--- src/rtl/datapath_pipe.sv ---
// datapath_pipe -- two-stage pipelined register-file datapath.
//
// ISSUE stage: reads operand A, register B and the post-mux operand B. Both
// register reads are forwarded from the EX stage when the EX instruction is
// about to write the same register. EX stage: the function unit works on the
// latched operands. The write-back mux picks the ALU result or the data_in
// sampled at issue. The register file and the V/C/N/Z flags update on the
// edge that ends EX, so a dependent instruction can issue on the very next
// cycle without stalling.
//
// Ports:
//   clk, rst                 clock, asynchronous active-high reset
//   issue_valid              instruction presented this cycle
//   dest_sel/A_sel/B_sel     destination and operand register selects
//   op_sel                   function code (0..15)
//   const_in, const_sel      constant operand and operand-B mux select
//   data_in, data_sel        external load data and write-back mux select
//   load_en, flag_en         write destination / update flags at end of EX
//   A_OUT, B_OUT, AROUND     latched operand A, register B, post-mux B (EX)
//   wb_valid, wb_data        EX valid and the value being written back
//   V, C, N, Z               registered status flags
module datapath_pipe #(
    parameter int WIDTH = 16,
    parameter int REGS  = 16,
    parameter int RSEL  = $clog2(REGS)
) (
    input  logic             clk,
    input  logic             rst,
    input  logic             issue_valid,
    input  logic [RSEL-1:0]  dest_sel,
    input  logic [RSEL-1:0]  A_sel,
    input  logic [RSEL-1:0]  B_sel,
    input  logic [3:0]       op_sel,
    input  logic [WIDTH-1:0] const_in,
    input  logic             const_sel,
    input  logic [WIDTH-1:0] data_in,
    input  logic             data_sel,
    input  logic             load_en,
    input  logic             flag_en,
    output logic [WIDTH-1:0] A_OUT,
    output logic [WIDTH-1:0] B_OUT,
    output logic [WIDTH-1:0] AROUND,
    output logic             wb_valid,
    output logic [WIDTH-1:0] wb_data,
    output logic             V,
    output logic             C,
    output logic             N,
    output logic             Z
);

    typedef struct packed {
        logic [WIDTH-1:0] sum;
        logic             c;
        logic             v;
    } add_t;

    // Shared adder for ops 1-6: carry-out and two's-complement overflow.
    function automatic add_t add_flags(input logic [WIDTH-1:0] x,
                                       input logic [WIDTH-1:0] y,
                                       input logic             ci);
        logic [WIDTH:0] s;
        add_t           r;
        s     = {1'b0, x} + {1'b0, y} + {{WIDTH{1'b0}}, ci};
        r.sum = s[WIDTH-1:0];
        r.c   = s[WIDTH];
        r.v   = (x[WIDTH-1] == y[WIDTH-1]) && (s[WIDTH-1] != x[WIDTH-1]);
        return r;
    endfunction

    logic [WIDTH-1:0] rf [REGS];

    logic             vld_p1;
    logic [WIDTH-1:0] a_p1;
    logic [WIDTH-1:0] b_p1;
    logic [WIDTH-1:0] bm_p1;
    logic [WIDTH-1:0] data_p1;
    logic             dsel_p1;
    logic [RSEL-1:0]  dest_p1;
    logic             load_p1;
    logic             flag_p1;
    logic [3:0]       op_p1;
    logic             cin_p1;

    logic             fwd_a;
    logic             fwd_b;
    logic [WIDTH-1:0] a_p0;
    logic [WIDTH-1:0] b_p0;
    logic [WIDTH-1:0] bm_p0;
    logic             cin_p0;

    logic [WIDTH-1:0]        add_y;
    logic                    add_ci;
    add_t                    add_r;
    logic [WIDTH-1:0]        res;
    logic                    c_fu;
    logic                    v_fu;
    logic signed [WIDTH-1:0] bs_p1;

    // ---- stage p0: ISSUE (register read with forwarding) ----
    assign fwd_a  = vld_p1 && load_p1 && (dest_p1 == A_sel);
    assign fwd_b  = vld_p1 && load_p1 && (dest_p1 == B_sel);
    assign a_p0   = fwd_a ? wb_data : rf[A_sel];
    assign b_p0   = fwd_b ? wb_data : rf[B_sel];
    assign bm_p0  = const_sel ? const_in : b_p0;
    // The C register only catches up with the EX instruction at the edge that
    // issues this one, so take the EX carry directly when it is about to land.
    assign cin_p0 = (vld_p1 && flag_p1) ? c_fu : C;

    always_ff @(posedge clk or posedge rst) begin
        if (rst) begin
            vld_p1  <= 1'b0;
            a_p1    <= '0;
            b_p1    <= '0;
            bm_p1   <= '0;
            data_p1 <= '0;
            dsel_p1 <= 1'b0;
            dest_p1 <= '0;
            load_p1 <= 1'b0;
            flag_p1 <= 1'b0;
            op_p1   <= '0;
            cin_p1  <= 1'b0;
        end else begin
            vld_p1 <= issue_valid;
            if (issue_valid) begin
                a_p1    <= a_p0;
                b_p1    <= b_p0;
                bm_p1   <= bm_p0;
                data_p1 <= data_in;
                dsel_p1 <= data_sel;
                dest_p1 <= dest_sel;
                load_p1 <= load_en;
                flag_p1 <= flag_en;
                op_p1   <= op_sel;
                cin_p1  <= cin_p0;
            end
        end
    end

    // ---- stage p1: EX (function unit, write-back mux) ----
    always_comb begin
        add_y  = '0;
        add_ci = 1'b0;
        case (op_p1)
            4'd1:    add_ci = 1'b1;
            4'd2:    add_y  = bm_p1;
            4'd3:    begin add_y = bm_p1;  add_ci = cin_p1; end
            4'd4:    begin add_y = ~bm_p1; add_ci = 1'b1;   end
            4'd5:    begin add_y = ~bm_p1; add_ci = cin_p1; end
            4'd6:    add_y  = '1;
            default: ;
        endcase
    end

    assign add_r = add_flags(a_p1, add_y, add_ci);
    assign bs_p1 = bm_p1;

    always_comb begin
        res  = '0;
        c_fu = 1'b0;
        v_fu = 1'b0;
        case (op_p1)
            4'd0:  res = a_p1;
            4'd1, 4'd2, 4'd3, 4'd4, 4'd5, 4'd6: begin
                res  = add_r.sum;
                c_fu = add_r.c;
                v_fu = add_r.v;
            end
            4'd7:  res = a_p1 & bm_p1;
            4'd8:  res = a_p1 | bm_p1;
            4'd9:  res = a_p1 ^ bm_p1;
            4'd10: res = ~a_p1;
            4'd11: res = bm_p1;
            4'd12: begin res = {bm_p1[WIDTH-2:0], 1'b0}; c_fu = bm_p1[WIDTH-1]; end
            4'd13: begin res = {1'b0, bm_p1[WIDTH-1:1]}; c_fu = bm_p1[0]; end
            4'd14: begin res = bs_p1 >>> 1;              c_fu = bm_p1[0]; end
            default: res = a_p1 * bm_p1;
        endcase
    end

    assign wb_data  = dsel_p1 ? data_p1 : res;
    assign wb_valid = vld_p1;
    assign A_OUT    = a_p1;
    assign B_OUT    = b_p1;
    assign AROUND   = bm_p1;

    // ---- end of EX: architectural state update ----
    always_ff @(posedge clk or posedge rst) begin
        if (rst) begin
            for (int i = 0; i < REGS; i++) rf[i] <= '0;
        end else if (vld_p1 && load_p1) begin
            rf[dest_p1] <= wb_data;
        end
    end

    // Flags follow the function-unit result even when data_in is written back.
    always_ff @(posedge clk or posedge rst) begin
        if (rst) begin
            V <= 1'b0;
            C <= 1'b0;
            N <= 1'b0;
            Z <= 1'b0;
        end else if (vld_p1 && flag_p1) begin
            V <= v_fu;
            C <= c_fu;
            N <= res[WIDTH-1];
            Z <= (res == '0);
        end
    end

endmodule

--- config.mk ---
export PLATFORM = sky130hd
export DESIGN_NAME = datapath_pipe
export DESIGN_NICKNAME = d
export VERILOG_FILES = /design/src/rtl/datapath_pipe.sv
export SDC_FILE = /design/constraint.sdc
export NUM_CORES = 1
export LEC_CHECK = 0
export CAP_MARGIN = 20
export CORE_MARGIN = 10
export CORE_UTILIZATION = 35
export CTS_BUF_LIST = sky130_fd_sc_hd__clkbuf_16
export DETAILED_ROUTE_END_ITERATION = 16
export PLACE_DENSITY = 0.55
export SLEW_MARGIN = 5
export SYNTH_ARGS = -nofsm -noshare
export SYNTH_HDL_FRONTEND = slang
export SYNTH_SLANG_ARGS = --single-unit
--- constraint.sdc ---
create_clock -name clk -period 33.2 [get_ports clk]
set_input_delay 6.64 -clock clk [delete_from_list [all_inputs] [get_ports clk]]
set_output_delay 6.64 -clock clk [all_outputs]
set_load 0.005 [all_outputs]
==> Word-level counts from Yosys, hierarchy flattened <==
Index checks and enable logic that the tools add are counted.
{ "totals": {"ff_bits": 337, "word_cells": 97, "out_inout_bits": 69, "input_bits": 55} }
{ "classes": {"reduce_logical": 14, "add_sub_neg": 2, "n_eq_ne": 18, "magnitude_cmp": 4, "mux": 19, "n_mul": 1, "bitwise_logic": 8} }
{ "op_table": {"columns": ["op", "count"], "rows": [
  ["bitwise mux 256 bit", 1],
  ["one-hot mux 16 bit (10 select lines)", 1],
  ["two-way mux 16 bit", 9],
  ["binary-select mux 16 bit (select 4 bit)", 2],
  ["demux 16 bit (select 4 bit)", 1],
  ["one-hot mux 16 bit (3 select lines)", 1],
  ["inverter 16 bit", 2],
  ["== test 4 bit (second input constant)", 7],
  ["adder 16 x 16 -> 17 bit", 1],
  ["adder 17 x 1 -> 17 bit", 1],
  ["AND 16 bit", 1],
  ["== test 4 x 3 -> 1 bit (second input constant)", 4],
  ["logical NOT 16 bit", 1],
  ["multiplier 16 x 16 -> 16 bit", 1],
  ["bitwise OR 16 bit", 1],
  ["XOR 16 bit", 1],
  ["greater-or-equal comparator 5 bit (second input constant)", 3],
  ["inverter 4 -> 5 bit", 3],
  ["OR reduction 2 bit", 5],
  ["== test 4 x 2 -> 1 bit (second input constant)", 2],
  ["== test 4 bit", 2],
  ["logical AND 1 bit", 6],
  ["OR reduction 6 bit", 1],
  ["less-than comparator 5 x 1 -> 1 bit (second input constant)", 1],
  ["other kinds (7)", 8]
]} }

==> Longest topological paths before layout <==
{ "logic_depth": {"word_depth": 9, "mapped_depth": 25, "ltp_nobuf": 22} }

==> Worst setup path after synthesis <==
OpenSTA, ideal clock, no wires.
{ "synth_path": {"path_kind": "reg-to-output", "startpoint": "register bm_p1[5] (netlist: AROUND[5])", "endpoint": "output wb_data[15]", "arrival_ns": 5.826, "stages_incl_launch_ff": 23, "setup_slack_ns": 20.734, "required_time_ns": 26.560, "n_path_buf": 2, "path_cell_list": "dfrtp_1 inv_1 clkbuf_1 nor2_1 fa_1 inv_1 fa_1 fa_1 fa_1 inv_1 fa_1 inv_1 fa_1 inv_1 ha_1 a21o_1 a21oi_1 o31ai_1 a31oi_1 xnor2_1 a2111oi_4 nor2_2 buf_6"} }
{ "synth_between": {"elab_chain_len": 6, "word_cells_on_any_way": 7, "cone_classes": "add/sub: 2; mul: 1; mux: 3; bitwise: 1"} }
{ "synth_rtl": {"columns": ["element", "line_no", "source"], "rows": [
  ["from (decl)", "75", "logic [WIDTH-1:0] bm_p1;"],
  ["from (signal assigned)", "127", "bm_p1 <= bm_p0;"],
  ["inverter 16 bit", "147, 148", null],
  ["one-hot mux 16 bit (3 select lines)", "143", "case (op_p1)"],
  ["adder 16 x 16 -> 17 bit", "63", "s = {1'b0, x} + {1'b0, y} + {{WIDTH{1'b0}}, ci};"],
  ["adder 17 x 1 -> 17 bit", "63", null],
  ["one-hot mux 16 bit (10 select lines) (*)", "161", "case (op_p1)"],
  ["two-way mux 16 bit (*)", "180", "assign wb_data = dsel_p1 ? data_p1 : res;"],
  ["to (decl)", "44", "output logic [WIDTH-1:0] wb_data,"]
]} }
Every way passes the cells marked *; elsewhere a longest branch is shown, timed or not.

==> Worst setup path in the final report <==
{ "layout_path": {"startpoint": "register a_p1[6] (netlist: A_OUT[6])", "endpoint": "output wb_data[15]"} }
{ "layout_between": {"elab_chain_len": 4, "word_cells_on_any_way": 5, "cone_classes": "add/sub: 2; mul: 1; mux: 2"} }
{ "layout_rtl": {"columns": ["element", "line_no", "source"], "rows": [
  ["from (decl)", "73", "logic [WIDTH-1:0] a_p1;"],
  ["from (signal assigned)", "125", "a_p1 <= a_p0;"],
  ["branches (longest 2 deep; another with multiplier 16 x 16 -> 16 bit)", null, null],
  ["one-hot mux 16 bit (10 select lines) (*)", "161", null],
  ["two-way mux 16 bit (*)", "180", null]
]} }
Mark *: on every way between the ends.

==> results.toml <==
[run_status]
status = "completed"

[clock_tree]
cts_buffer_depth = 3
cts_htree_levels = 2
clock-sinks = 337
cts-root-buf = "clkbuf_16"
insertion_delay_ns = 0.59
cts_tree = "built"
post_cts_buffers = 0
cts.repair.resized = 0
numCtsBuffers = 40
cts_hold_buffers = 0
clk_pin_slew_ns = 0.06

[global_routing]
grt_max_degree = 125
grt_first_pass_wirelength_um = 128000
antenna_found_initial = 0
grt_overflow = 0
groute.usage.overall_pct = 21.4
grt_pass1_vias = 19300

[synthesis]
synthTopCellsByArea = "dfrtp_1 (36%), mux4_2 (15%), fa_1 (6.9%), ha_1 (5.1%), mux2_2 (4.9%)"
ys.flop_type = "dfrtp_1"
syn-num-nets = 2550
syn_avg_cell_area_um2 = 10.3
yosys_warnings = 0
synthCells = 2317
ys_ff_latch = 337
synth_top_area_share_pct = 35.5
synthArstFlopShare_pct = 100
synthDistinctLibCells = 83
synth_edf_count = 0
synth_area_mm2 = 0.0238
synth-seq-area-share_pct = 35.5
yosys.area.top_type = "dfrtp_1"
yosys-top-cells-count = "dfrtp_1 (337), nor2_1 (286), nand2_1 (213)"
yosysMostFrequentCell = "dfrtp_1"

[placement]
preCtsSetupSlack_ns = 19.33
place_congestion = 0.917
dp_hpwl_um = 59000
port_buffers = 123

[die]
chipHeight_um = 281
initial_core_util_pct = 35.3
ios = 124
core_area_mm2 = 0.0673
rows = 95
die_area_mm2 = 0.0787
die_x_um = 281

[hold_path]
holdPathStages = 2
hold_path_class = "flop to flop"

[worst_setup_path]
worst_r2r_path_depth = 20
critical_path_arrival_ns = 7.89
required_ns = 26.56
crit_path_start_kind = "flop"
worstSetupPathType = "flop to output pin"
cp-end-kind = "output pin"
cp_max_fo = 12

[sta]
setup_slack_ns = 18.67
slew_headroom_pct = 24.8
final-hold-violation-count = 0
finalSetupViolCount = 0
final.setup.tns_ns = 0
fmax_mhz = 68.8
worst_pin_slew_ns = 1.13
min_period_ns = 14.53
rsz0062_at_grt = "false"
slew_violations = 0
fin_crit_sh_pct = 43.8
hold_ws_ns = 0.497
fin_skew_ns = 0.0400

[pwr]
p_per_area_mw_per_mm2 = 106
max-vdd-ir-drop_uv = 121
leakage_nw = 11.7

[detailed_routing]
dr.first_iter.drc_count = 1846
routed_wl_um = 85000
routed_via_density = 5.79
drc = 0
vias = 18900
drtPass1Iterations = 8
ant_nets = 0
wl_per_cell_um = 26.0

[final_layout]
syn2layout_area_growth_pct = 14.4
num-nets-final = 2598
layout-drive-gt1-share_pct = 17.6
n_antenna_cell = 0

[flow_run]
drv_cap = 0
## metal layers
metal  share of wire, %  GRT usage, %  wire length [um]  up-vias
li1                   -             -                 -     8273
met2                 47          34.7             40200      772
met4                3.9          7.89              3270        0
met1                 42          28.6             36000     9729
met5                  0             0                 0        -
met3                6.5          3.26              5540      174
## kinds of logic (layout without fill, tap and decap cells)
| group | after synthesis | in the layout | synth area share (%) |
|---|---|---|---|
| AO/OA/AOI/OAI | 482 | 482 | 12.1 |
| XOR/XNOR | 50 | 50 | 1.90 |
| adder cells (fa/ha/maj) | 179 | 179 | 12.0 |
| buffers and inverters | 348 | 428 | 5.66 |
| flip-flops | 337 | 337 | 35.5 |
| multiplexers | 292 | 292 | 21.5 |
| AND/OR/NAND/NOR | 629 | 629 | 11.3 |
## worst paths after layout
kind / startpoint / end / slack (ns)
min in group asynchronous: rst / data_p1[0] / 6.66
min reg2reg: V / V / 0.50
max reg2reg: A_OUT[6] / AROUND[12] / 25.99
max in group asynchronous: rst / rf[227] / 23.60
max: A_OUT[6] / wb_data[15] / 18.67
min: V / V / 0.50
## layout by cell type (no fill, tap or decap), types with 10 or more instances in the layout
cell type        Yosys  layout
mux4_2             160     160
nand2b_1            15      14
mux2_2             103     103
nand2_1            213     213
ha_1                96      96
nand3_1             21      20
nor2_2               1      10
a21oi_1            191     191
o31ai_1             13      13
xor2_1              13      13
a211oi_1            11      11
inv_1              165     171
clkinv_1             8      19
o22ai_1             15      15
o211ai_1            15      15
nor2_1             286     277
clkdlybuf4s50_1      0     118
mux2i_1             20      16
buf_4                2      56
o21ai_0            132     132
fa_1                82      82
nor3_1              18      17
xnor2_1             36      36
dfrtp_1            337     336
clkbuf_16            0      40
o21a_1              15      15
and3_1              10      10
nor2b_1             12      12
## power breakdown
group	internal, mW	switching (mW)	total (mW)
clock	0.238	0.196	0.434
sequential	0.570	0.160	0.730
combinational	0.733	0.972	1.70
## state kept, by name, summed over array words and instances (netlist names)
name,cells
AROUND,16
A_OUT,16
B_OUT,16
C,1
N,1
V,1
Z,1
cin_p1,1
data_p1,16
dest_p1,4
dsel_p1,1
flag_p1,1
load_p1,1
op_p1,4
rf,256
wb_valid,1
## metrics by stage
stage | cell area, um^2 | utilization (%) | cells | total power, mW
floorplan | 23800 | - | 2317 | 1.80
global placement | 25800 | 38.4 | 3193 | 2.38
detailed placement | 25800 | 38.4 | 3193 | 2.43
CTS | 27100 | 40.3 | 3267 | 2.88
global route | 27200 | 40.4 | 3270 | 3.07
finish | 27200 | 40.4 | 3270 | 2.87
## layout make-up
cell class | instances | area (um^2)
Timing Repair Buffer | 179 | 1670
Tap cell | 873 | 1090
Clock inverter | 34 | 268
Sequential cell | 337 | 8430
Fill cell | 6542 | 40100
Multi-Input combinational cell | 1632 | 14000
Clock buffer | 40 | 1000
Inverter | 175 | 664
## critical path, stage by stage, from the launching register on
cell and delay, ns:
dfrtp_1 0.59, clkinv_1 0.41, nor2_1 0.24, fa_1 0.43
inv_1 0.08, fa_1 0.44, fa_1 0.50, fa_1 0.61
inv_1 0.07, fa_1 0.48, inv_1 0.06, fa_1 0.49
inv_1 0.05, ha_1 0.34, o2111ai_1 0.12, o31ai_1 0.36
a31oi_1 0.17, xnor2_1 0.55, a2111oi_4 0.25, nor2_2 0.47
clkdlybuf4s50_1 0.61
(Power assumes the default switching activity.)
